### src/rtl/ebus_arbiter.sv
// Two-master arbiter for the Z80 expansion bus: requests the bus with BUSREQ, waits for a
// synchronized BUSACK, grants one master round-robin and performs a driver turnaround on release.
module ebus_arbiter #(
   parameter int TIMEOUT    = 4095,
   parameter int TURNAROUND = 2
) (
   input  logic clk,
   input  logic reset,
   input  logic req0,
   input  logic req1,
   input  logic ebus_busack_n,
   output logic busreq,
   output logic drive_en,
   output logic gnt0,
   output logic gnt1,
   output logic timeout_pulse,
   output logic ack_lost
);

   typedef enum logic [2:0] {
      S_IDLE,
      S_WAIT_ACK,
      S_GRANT,
      S_RELEASE,
      S_BACKOFF
   } state_t;

   localparam logic [11:0] LP_TIMEOUT      = 12'(TIMEOUT);
   localparam logic [11:0] LP_TURN_LAST    = 12'(TURNAROUND - 1);
   localparam logic [11:0] LP_BACKOFF_LAST = 12'd15;

   state_t      r_state;
   logic [11:0] r_cnt;
   logic        r_owner;
   logic        r_last;
   logic        r_sync1;
   logic        r_sync2;
   logic        r_busreq;
   logic        r_gnt0;
   logic        r_gnt1;
   logic        r_timeout;
   logic        r_ack_lost;

   logic        w_ack_s;
   logic        w_owner_req;
   logic        w_winner;

   // NOTE: non-blocking assignments make both stages sample their pre-edge inputs; a blocking
   // chain here would collapse the synchronizer into a single flop.
   always_ff @(posedge clk) begin
      if (reset) begin
         r_sync1 <= 1'b1;
         r_sync2 <= 1'b1;
      end else begin
         r_sync1 <= ebus_busack_n;
         r_sync2 <= r_sync1;
      end
   end

   assign w_ack_s     = ~r_sync2;
   assign w_owner_req = r_owner ? req1 : req0;
   // r_last holds the requester served last; the other one wins a tie.
   assign w_winner    = req1 & (~req0 | ~r_last);

   always_ff @(posedge clk) begin
      if (reset) begin
         r_state    <= S_IDLE;
         r_cnt      <= '0;
         r_owner    <= 1'b0;
         r_last     <= 1'b1;
         r_busreq   <= 1'b0;
         r_gnt0     <= 1'b0;
         r_gnt1     <= 1'b0;
         r_timeout  <= 1'b0;
         r_ack_lost <= 1'b0;
      end else begin
         r_timeout <= 1'b0;
         case (r_state)
            S_IDLE: begin
               if (req0 | req1) begin
                  r_owner  <= w_winner;
                  r_busreq <= 1'b1;
                  r_cnt    <= '0;
                  r_state  <= S_WAIT_ACK;
               end
            end
            S_WAIT_ACK: begin
               if (!w_owner_req) begin
                  r_busreq <= 1'b0;
                  r_cnt    <= '0;
                  r_state  <= S_IDLE;
               end else if (w_ack_s) begin
                  r_gnt0  <= ~r_owner;
                  r_gnt1  <= r_owner;
                  r_last  <= r_owner;
                  r_cnt   <= '0;
                  r_state <= S_GRANT;
               end else if (r_cnt == LP_TIMEOUT) begin
                  r_timeout <= 1'b1;
                  r_busreq  <= 1'b0;
                  r_last    <= r_owner;
                  r_cnt     <= '0;
                  r_state   <= S_BACKOFF;
               end else begin
                  r_cnt <= r_cnt + 12'd1;
               end
            end
            S_GRANT: begin
               if (!w_owner_req || !w_ack_s) begin
                  // Leaving while the owner still requests can only mean the acknowledge vanished.
                  r_ack_lost <= r_ack_lost | w_owner_req;
                  r_gnt0     <= 1'b0;
                  r_gnt1     <= 1'b0;
                  r_cnt      <= '0;
                  r_state    <= S_RELEASE;
               end
            end
            S_RELEASE: begin
               if (r_cnt == LP_TURN_LAST) begin
                  r_busreq <= 1'b0;
                  r_cnt    <= '0;
                  r_state  <= S_IDLE;
               end else begin
                  r_cnt <= r_cnt + 12'd1;
               end
            end
            S_BACKOFF: begin
               if (r_cnt == LP_BACKOFF_LAST) begin
                  r_cnt   <= '0;
                  r_state <= S_IDLE;
               end else begin
                  r_cnt <= r_cnt + 12'd1;
               end
            end
            default: begin
               r_cnt   <= '0;
               r_state <= S_IDLE;
            end
         endcase
      end
   end

   assign busreq        = r_busreq;
   assign gnt0          = r_gnt0;
   assign gnt1          = r_gnt1;
   assign drive_en      = r_gnt0 | r_gnt1;
   assign timeout_pulse = r_timeout;
   assign ack_lost      = r_ack_lost;

endmodule

### config.mk
export PLATFORM = sky130hd
export DESIGN_NAME = ebus_arbiter
export DESIGN_NICKNAME = d
export VERILOG_FILES = /design/src/rtl/ebus_arbiter.sv
export SDC_FILE = /design/constraint.sdc
export NUM_CORES = 1
export LEC_CHECK = 0
export ABC_AREA = 0
export BUFFER_PORTS_ARGS = -buffer_cell sky130_fd_sc_hd__buf_2
export CAP_MARGIN = 40
export CORE_UTILIZATION = 33
export DETAILED_ROUTE_END_ITERATION = 8
export SYNTH_ARGS = -nofsm -noshare
export SYNTH_HDL_FRONTEND = slang
export SYNTH_SLANG_ARGS = --single-unit
### constraint.sdc
create_clock -name clk -period 2.4 [get_ports clk]
set_clock_uncertainty 0.1 [all_clocks]
set_input_delay 0.12 -clock clk [delete_from_list [all_inputs] [get_ports clk]]
set_output_delay 0.12 -clock clk [all_outputs]
set_load 0.01 [all_outputs]
==> results of run 1 <==
[flip-flops by register name, summed over array words and instances (netlist names)]
name / count
r_last: 1
r_sync2: 1
ack_lost: 1
r_owner: 1
r_cnt: 12
gnt1: 1
busreq: 1
gnt0: 1
r_state: 3
timeout_pulse: 1
r_sync1: 1
[layout by cell type (no fill, tap or decap), types with 5 or more instances in the layout]
cell / instances
buf_2: 10
a21oi_1: 5
nor2_1: 18
nor3_1: 13
nor4_1: 5
inv_1: 9
o21ai_0: 5
nand2_1: 8
dfxtp_1: 24
[worst paths after layout]
path	cells after the start	end
hold reg to reg	1	r_sync2
setup reg to reg	5	r_cnt[11]
hold / removal	3	r_owner
setup / recovery	5	r_cnt[11]
[layer usage]
layer  vias up  GRT usage, %  part of all wire, %
li1        565             -                    -
met1       550         20.75                   51
met2        21         23.54                   44
met3         5         3.750                  3.5
met4         0         4.545                  1.1
met5         -             0                    0
[layout make-up]
type / instances / area (um^2)
Fill cell: 383 / 2253
Multi-Input combinational cell: 111 / 737.0
Sequential cell: 24 / 480.5
Timing Repair Buffer: 14 / 82.58
Tap cell: 48 / 60.06
Clock buffer: 3 / 41.29
Inverter: 9 / 33.78
[cell families after synthesis]
group                    count (synthesis)  synth area share [%]
flip-flops                              24                 37.80
buffers and inverters                   13                 4.232
multiplexers                             4                 3.248
adder cells (fa/ha/maj)                  2                 1.968
AO/OA/AOI/OAI                           30                 19.39
XOR/XNOR                                 5                 3.445
AND/OR/NAND/NOR                         70                 29.92
[Yosys cell counts (2+ instances only)]
cell type  instances
a211oi_1           2
a211oi_2           2
a21oi_1            5
a32oi_1            2
and3_1             3
clkbuf_1           2
dfxtp_1           24
ha_1               2
inv_1              9
mux2i_1            3
nand2_1            8
nand2b_1           3
nand3_1            4
nand4_1            3
nor2_1            18
nor3_1            13
nor3b_1            2
nor4_1             5
nor4_2             2
o21ai_0            5
or2_2              4
xnor2_1            4
[where the power goes]
group	switching (mW)	internal, mW
Clock	0.126	0.112
Sequential	0.0258	0.419
Combinational	0.120	0.0832
[stage by stage]
step | power, mW | hold WS, ns
finish | 0.8870 | 0.06781
global route | 0.9310 | 0.1013
detailed placement | 0.6521 | 0.2097
global placement | 0.6483 | 0.2025
floorplan | 0.6014 | 0.1238
CTS | 0.8963 | 0.05997
[tightest hold or removal path, cell delays in order]
cell,delay [ns]
buf_2,0.12
a32oi_1,0.09
nor2_1,0.08
==> results.py, run 1 <==
metrics = {
    "sta": {
        "setup_tns_ns": 0,
        "max-slew-margin-rel_pct": 53.70,
        "drv_slew": 0,
        "layout_min_cycle_time_ns": 2.153,
        "fmax_mhz": 464.5,
        "fin_crit_sh_pct": 89.70,
        "worst_pin_slew_ns": 0.6945,
        "setup_violations": 0,
        "hold_violations": 0,
        "worst_slack_ns": 0.2471,
        "grt_setup_unrepaired": "no",
    },
    "clock_tree": {
        "cts.sinks": 24,
        "path_clk_slew_ns": 0.08,
        "clk-insertion-delay-late_ns": 0.27,
        "cts_made_buffers": 3,
        "cts_max_level": 1,
        "root_buffer": "clkbuf_8",
        "cts_setup_buffers": 0,
        "postCtsResizedCells": 0,
        "cts_tree": "yes",
        "hold_buffers": 1,
        "cts_buffer_depth": 2,
    },
    "die": {
        "fp.dieArea_mm2": 0.004104,
        "dieWidth_um": 64.07,
        "start_util_pct": 34.46,
        "ioPinCount": 11,
        "die_h_um": 64.07,
        "core.rowCount": 22,
        "core_area_mm2": 0.003689,
    },
    "routing": {
        "viasPerCell": 5.459,
        "drc_errors": 0,
        "wl_per_cell_um": 13.16,
        "dr_total_vias": 1141,
        "ant_nets": 0,
        "drt_iter0_markers": 107,
        "dr.pass1.iters": 4,
        "wl_mm": 2.750,
    },
    "layout": {
        "syn2layout_area_growth_pct": 12.89,
        "layout.cells.non_filler": 209,
        "finish.utilization_pct": 38.91,
        "layout-drive-gt1-share_pct": 18.01,
        "final_area_mm2": 0.001435,
        "antennaDiodeCount": 0,
        "fin_nets": 170,
    },
    "critical_path": {
        "path_class": "register to register",
        "worstPathMaxFanout": 15,
        "required_ns": 2.46,
        "path_cells": "mux2_2 > a32o_1 > nor4_1 > xnor2_1 > nor2_1",
        "startpoint_type": "register",
        "slowest_delay_ns": 0.48,
        "path_delay_family": "compound AO/OA/AOI/OAI gates",
        "crit_buf_inv": 0,
        "critPathLaunch": "r_owner",
        "r2r_start": "r_owner",
        "crit_arrival_ns": 2.21,
        "end_kind": "register",
        "ff2ff_setup_slack_ns": 0.25,
        "cpMaxStageDelayCell": "a32o_1",
    },
    "outcome": {
        "status": "completed",
    },
    "run": {
        "maxCapViolCount": 0,
    },
    "yosys": {
        "synth_area_mm2": 0.001271,
        "synthTopCellsByArea": "dfxtp_1 (38%), nor2_1 (5.3%), nor3_1 (5.1%)",
        "ys.flop_type": "dfxtp_1",
        "netlist_instances": 148,
        "seq_area_frac_synth_pct": 37.80,
        "synth_seq_cells": 24,
        "synth_top_area_cell": "dfxtp_1",
        "async_flop_share_pct": 0,
        "syn_nets": 155,
        "synth-edff-count": 0,
        "avgSynthCellArea_um2": 8.589,
        "synth.top_cell.area_share_pct": 37.80,
        "synth_cell_types": 45,
        "ys_warn_count": 0,
    },
    "placed_design": {
        "io_buffers": 10,
        "dp.cells": 205,
        "dpl_cell_area_mm2": 0.001384,
        "dp_slack_ns": 0.2839,
        "gp_congestion": 0.8422,
        "dpl.hpwl_mm": 1.993,
    },
    "min_path": {
        "min-delay-start": "req1",
        "hold_class": "primary input to register",
    },
    "grt": {
        "grt_pass1_vias": 1067,
        "antenna_found_initial": 0,
        "overflow": 0,
        "grt_max_degree": 16,
        "grt_usage_pct": 15.22,
        "grt_pass1_wl_mm": 4.843,
    },
    "power": {
        "p_leak_nw": 0.5183,
        "power_density_mw_per_mm2": 618.1,
        "ir_worst_vdd_mv": 0.3603,
    },
}
Power figures use the tool's default switching activity.
==> run 2: changes to the inputs <==
- HOLD_SLACK_MARGIN: not set -> 0.1
- clock period: 2.4 -> 1.85 ns (I/O delays scaled with it)
==> run 2 against run 1 <==
  * The flow now finishes with violations (negative setup slack)
  * Wire length grew 35%
  * Sequential power grew 31%
  * Hold slack better by 0.057 ns
  * Combinational power grew 110%
  * Sequential share of layout area shrank 7.8 points
  * Cell count is 22% higher
  * Final area increased by 35%
  * First-iteration DRC count fell by 53%
  * Critical endpoint is now r_cnt[8]
==> results.py, run 2 (synthesized netlist as in run 1, its figures left out) <==
metrics = {
    "layout": {
        "final_common_cell": "buf_4",
        "final_cell_mix": "buf_4 (41), dfxtp_1 (17), nor2_1 (16), nor3_1 (12), buf_2 (10)",
        "final_area_mm2": 0.001932,
        "layout-drive-gt1-share_pct": 44.93,
        "antennaDiodeCount": 0,
        "seq_area_um2": 496.7,
        "fillCellCount": 349,
        "largestRegisters": "r_cnt (12), r_state (3)",
        "multi_input_area_um2": 865.8,
        "finish.utilization_pct": 52.37,
        "syn2layout_area_growth_pct": 51.97,
        "regMostFlops": "r_cnt",
        "fin_nets": 215,
        "largest_reg_flops": 12,
    },
    "sta": {
        "worst_pin_slew_ns": 0.3260,
        "setup_violations": 11,
        "layout_min_cycle_time_ns": 1.904,
        "worst_slack_ns": -0.05424,
        "fmax_mhz": 525.1,
        "max-slew-margin-rel_pct": 78.10,
        "fin_crit_sh_pct": 102.9,
        "setup_tns_ns": -0.3571,
        "drv_slew": 0,
        "hold_violations": 0,
        "grt_setup_unrepaired": "yes",
    },
    "die": {
        "ioPinCount": 11,
        "die_h_um": 64.07,
        "start_util_pct": 34.46,
        "fp.dieArea_mm2": 0.004104,
        "core.rowCount": 22,
        "core_area_mm2": 0.003689,
        "dieWidth_um": 64.07,
    },
    "grt": {
        "grtUsageMet3_pct": 2.679,
        "grt_usage_pct": 18.01,
        "grt_pass1_vias": 1339,
        "grt-busiest-layer": "met2",
        "antenna_found_initial": 0,
        "overflow": 0,
        "grt_use_met1_pct": 20.61,
        "grt.met2_usage_pct": 32.05,
        "grt_max_degree": 15,
        "grt_pass1_wl_mm": 5.699,
    },
    "routing": {
        "viasPerCell": 5.345,
        "drt_iter0_markers": 50,
        "wl_mm": 3.715,
        "wl_per_cell_um": 14.57,
        "drc_errors": 0,
        "dr_total_vias": 1363,
        "ant_nets": 0,
        "dr.pass1.iters": 4,
    },
    "clock_tree": {
        "cts_buffer_depth": 2,
        "clk-insertion-delay-late_ns": 0.27,
        "root_buffer": "clkbuf_8",
        "cts_max_level": 1,
        "cts_made_buffers": 3,
        "cts.sinks": 24,
        "cts_tree": "yes",
        "path_clk_slew_ns": 0.09,
    },
    "power": {
        "power_density_mw_per_mm2": 714.4,
        "p_leak_nw": 0.7900,
        "ir_worst_vdd_mv": 0.3751,
        "power_mw": 1.380,
    },
    "placed_design": {
        "gp_congestion": 0.8336,
        "dp_slack_ns": -0.1284,
        "io_buffers": 10,
        "dpl.hpwl_mm": 2.453,
        "dpl_cell_area_mm2": 0.001628,
    },
    "outcome": {
        "status": "complete, but fails checks",
        "violations": "negative setup slack",
    },
    "critical_path": {
        "worstPathMaxFanout": 5,
        "ff2ff_setup_slack_ns": -0.05,
        "rr_worst_depth": 6,
        "end_kind": "register",
        "path_class": "register to register",
        "r2r_start": "r_owner",
        "r2r-end": "r_cnt[8]",
        "required_ns": 1.92,
        "startpoint_type": "register",
        "crit_arrival_ns": 1.97,
    },
    "min_path": {
        "hold_class": "primary input to register",
        "hold-path-cell-count": 4,
        "min-delay-start": "req0",
        "whs_endpoint": "r_owner",
    },
    "run": {
        "maxCapViolCount": 0,
    },
}
## run 2: changes by cell type in the layout (fill, tap and decap cells not counted), moves of 2 or more
cell           previous run  this run
nor2_1                   18        16
nor3b_1                   2         0
dfxtp_2                   0         4
dfxtp_1                  24        17
buf_4                     3        41
nor4_1                    5         3
nor2_2                    0         2
nor4_4                    0         2
buf_6                     0         2
dlygate4sd3_1             1         4
dfxtp_4                   0         3
## run 2: where the power goes
part | leakage (nW) | internal (mW) | total (mW) | switching, mW
clock network | 0.0288 | 0.190 | 0.366 | 0.175
logic | 0.562 | 0.217 | 0.432 | 0.214
registers | 0.199 | 0.546 | 0.582 | 0.0361
## run 2: worst max-delay path: stages (launching register included)
cell,delay [ns]
dfxtp_4,0.38
mux2_2,0.37
a32o_2,0.33
buf_4,0.15
o31ai_4,0.27
buf_6,0.15
nor2_1,0.04
## run 2: per-stage QoR
step | hold slack, ns | std cells
floorplan | 0.09631 | 148
global placement | 0.1781 | 235
detailed placement | 0.1812 | 235
CTS | 0.1234 | 250
global route | 0.1771 | 255
finish | 0.1250 | 255
## run 2: what timing repair did
action | CTS | global route
cloned | 1 | 1
hold endpoints to repair | 7 | 0
pin swaps | 13 | 13
setup buffers | 6 | 5
endpoints found under the setup margin | 16 | 19
hold buffers | 4 | 0
gates resized for setup | 14 | 15
## run 2: worst max-delay path by stage
stage,from,end,slack [ns],depth (start not counted)
5_1_grt,r_state[2],r_cnt[9],-0.12,6
4_1_cts,r_cnt[1],r_cnt[9],-0.07,8
6_report,r_owner,r_cnt[8],-0.05,6
3_3_place_gp,r_cnt[0],r_cnt[9],-0.08,6
3_5_place_dp,r_cnt[0],r_cnt[5],-0.13,6
2_1_floorplan,r_cnt[0],r_last,-0.02,6
## run 2: final cells by class
cell class / instances / area share (%)
Clock buffer: 4 / 2.850
Inverter: 9 / 1.749
Multi-Input combinational cell: 113 / 44.82
Sequential cell: 24 / 25.71
Tap cell: 48 / 3.109
Timing Repair Buffer: 57 / 21.76
## run 2: per-layer routing
metal  vias to the layer above  share of wire [%]
met5                         -                  0
met1                       645                 43
met2                        36                 50
met4                         0                2.2
met3                         9                4.5
li1                        673                  -
==> run 3: changes to the inputs <==
- SKIP_CTS_REPAIR_TIMING: not set -> 1
- clock period: 1.85 -> 1.9 ns (I/O delays scaled with it)
==> run 3 against run 2 <==
  * The run still ends with negative setup slack left
  * Count of clock-buffer cells in the layout is 1 lower
  * Die area unchanged
  * Largest cell class unchanged
  * Cell count is 5.9% lower
  * Final area fell by 6.7%
==> results.py, run 3 (synthesized netlist as in run 1, its figures left out) <==
metrics = {
    "clock_tree": {
        "path_clk_slew_ns": 0.08,
        "cts_made_buffers": 3,
        "root_buffer": "clkbuf_8",
        "cts.sinks": 24,
        "cts_buffer_depth": 2,
        "cts_tree": "yes",
        "cts_max_level": 1,
        "clk-insertion-delay-late_ns": 0.27,
    },
    "critical_path": {
        "startpoint_type": "register",
        "path_class": "register to register",
        "required_ns": 1.99,
        "ff2ff_setup_slack_ns": -0.02,
        "r2r_start": "r_state[0]",
        "worstPathMaxFanout": 7,
        "crit_arrival_ns": 2.01,
        "rr_worst_depth": 6,
        "end_kind": "register",
        "r2r-end": "r_cnt[9]",
    },
    "sta": {
        "worst_slack_ns": -0.01769,
        "fin_crit_sh_pct": 100.9,
        "drv_slew": 0,
        "hold_violations": 0,
        "max-slew-margin-rel_pct": 79.42,
        "fmax_mhz": 521.5,
        "grt_setup_unrepaired": "yes",
        "setup_tns_ns": -0.01769,
        "whs_ns": 0.06111,
        "setup_violations": 1,
        "worst_pin_slew_ns": 0.3064,
        "layout_min_cycle_time_ns": 1.918,
    },
    "die": {
        "core.rowCount": 22,
        "start_util_pct": 34.46,
        "fp.dieArea_mm2": 0.004104,
        "core_area_mm2": 0.003689,
        "ioPinCount": 11,
        "die_h_um": 64.07,
        "dieWidth_um": 64.07,
    },
    "power": {
        "power_density_mw_per_mm2": 709.8,
        "p_leak_nw": 0.7136,
        "ir_worst_vdd_mv": 0.2744,
    },
    "routing": {
        "dr.pass1.iters": 4,
        "drc_errors": 0,
        "wl_per_cell_um": 14.57,
        "ant_nets": 0,
        "dr_total_vias": 1283,
        "viasPerCell": 5.346,
        "wl_mm": 3.496,
        "drt_iter0_markers": 60,
    },
    "min_path": {
        "whs_endpoint": "r_owner",
        "hold-path-cell-count": 3,
        "hold_class": "primary input to register",
        "min-delay-start": "req1",
    },
    "layout": {
        "finish.utilization_pct": 48.88,
        "multi_input_area_um2": 832.0,
        "fillCellCount": 344,
        "final_cell_mix": "buf_4 (29), nor2_1 (18), nor3_1 (13), dfxtp_1 (13), buf_2 (10)",
        "seq_area_um2": 504.2,
        "layout-drive-gt1-share_pct": 42.19,
        "final_common_cell": "buf_4",
        "antennaDiodeCount": 0,
        "largest_reg_flops": 12,
        "fin_nets": 201,
        "largestRegisters": "r_cnt (12), r_state (3)",
        "syn2layout_area_growth_pct": 41.83,
        "regMostFlops": "r_cnt",
    },
    "grt": {
        "grt_usage_pct": 16.42,
        "antenna_found_initial": 0,
        "overflow": 0,
        "grt_pass1_wl_mm": 5.319,
        "grt_max_degree": 16,
        "grt_pass1_vias": 1158,
    },
    "placed_design": {
        "io_buffers": 10,
        "gp_congestion": 0.9077,
        "dpl.hpwl_mm": 2.238,
    },
    "outcome": {
        "violations": "negative setup slack",
        "status": "complete, but fails checks",
    },
    "run": {
        "maxCapViolCount": 0,
    },
}
run 3: changes by cell type in the layout (fill, tap and decap cells not counted), moves of 2 or more:
cell	delta
dfxtp_2	+3
buf_4	-12
nor4_2	+2
nor2_2	-2
nor2_1	+2
dfxtp_1	-4
dlygate4sd3_1	-3
run 3: worst max path at each step:
stage	from	depth (start not counted)	endpoint
after floorplan	r_cnt[0]	6	r_last
after global placement	r_cnt[1]	8	r_cnt[3]
after detailed placement	r_cnt[0]	6	r_last
after CTS	r_cnt[0]	6	r_last
after global routing	r_cnt[8]	5	r_last
final	r_state[0]	6	r_cnt[9]
run 3: layout make-up:
cell class	instances	area share (%)
timing repair buffer	44	18.39
inverter	9	1.874
tap	48	3.331
sequential	24	27.97
multi-input combinational	112	46.15
clock buffer	3	2.290
run 3: metal layers:
metal,up-vias,GRT usage (%),share of wire [%]
met3,4,2.143,4.2
li1,632,-,-
met1,610,21.33,44
met5,-,0,0
met2,37,27.53,51
met4,0,5.966,1.5
run 3: report_power, final:
group | leakage (nW) | switching [mW] | internal [mW] | total, mW
sequential | 0.200 | 0.0328 | 0.534 | 0.566
clock | 0.0216 | 0.165 | 0.142 | 0.308
combinational | 0.492 | 0.194 | 0.211 | 0.406
total | 0.714 | 0.392 | 0.887 | 1.28
run 3: stage by stage:
stage | power, mW | cells | area (um^2) | setup WS [ns]
2_1_floorplan | 0.7599 | 148 | 1277 | -0.07034
3_3_place_gp | 0.8818 | 226 | 1560 | -0.009981
3_5_place_dp | 0.8878 | 226 | 1560 | -0.08511
4_1_cts | 1.186 | 229 | 1602 | -0.1168
5_1_grt | 1.338 | 240 | 1803 | -0.07371
6_report | 1.280 | 240 | 1803 | -0.01769
run 3: critical path, cell delays in order, from the launching register on:
cell and delay (ns):
dfxtp_2 0.43, nand2b_4 0.07, or4_4 0.54, o21ai_4 0.27, o31ai_4 0.11, buf_6 0.15, nor3b_2 0.18
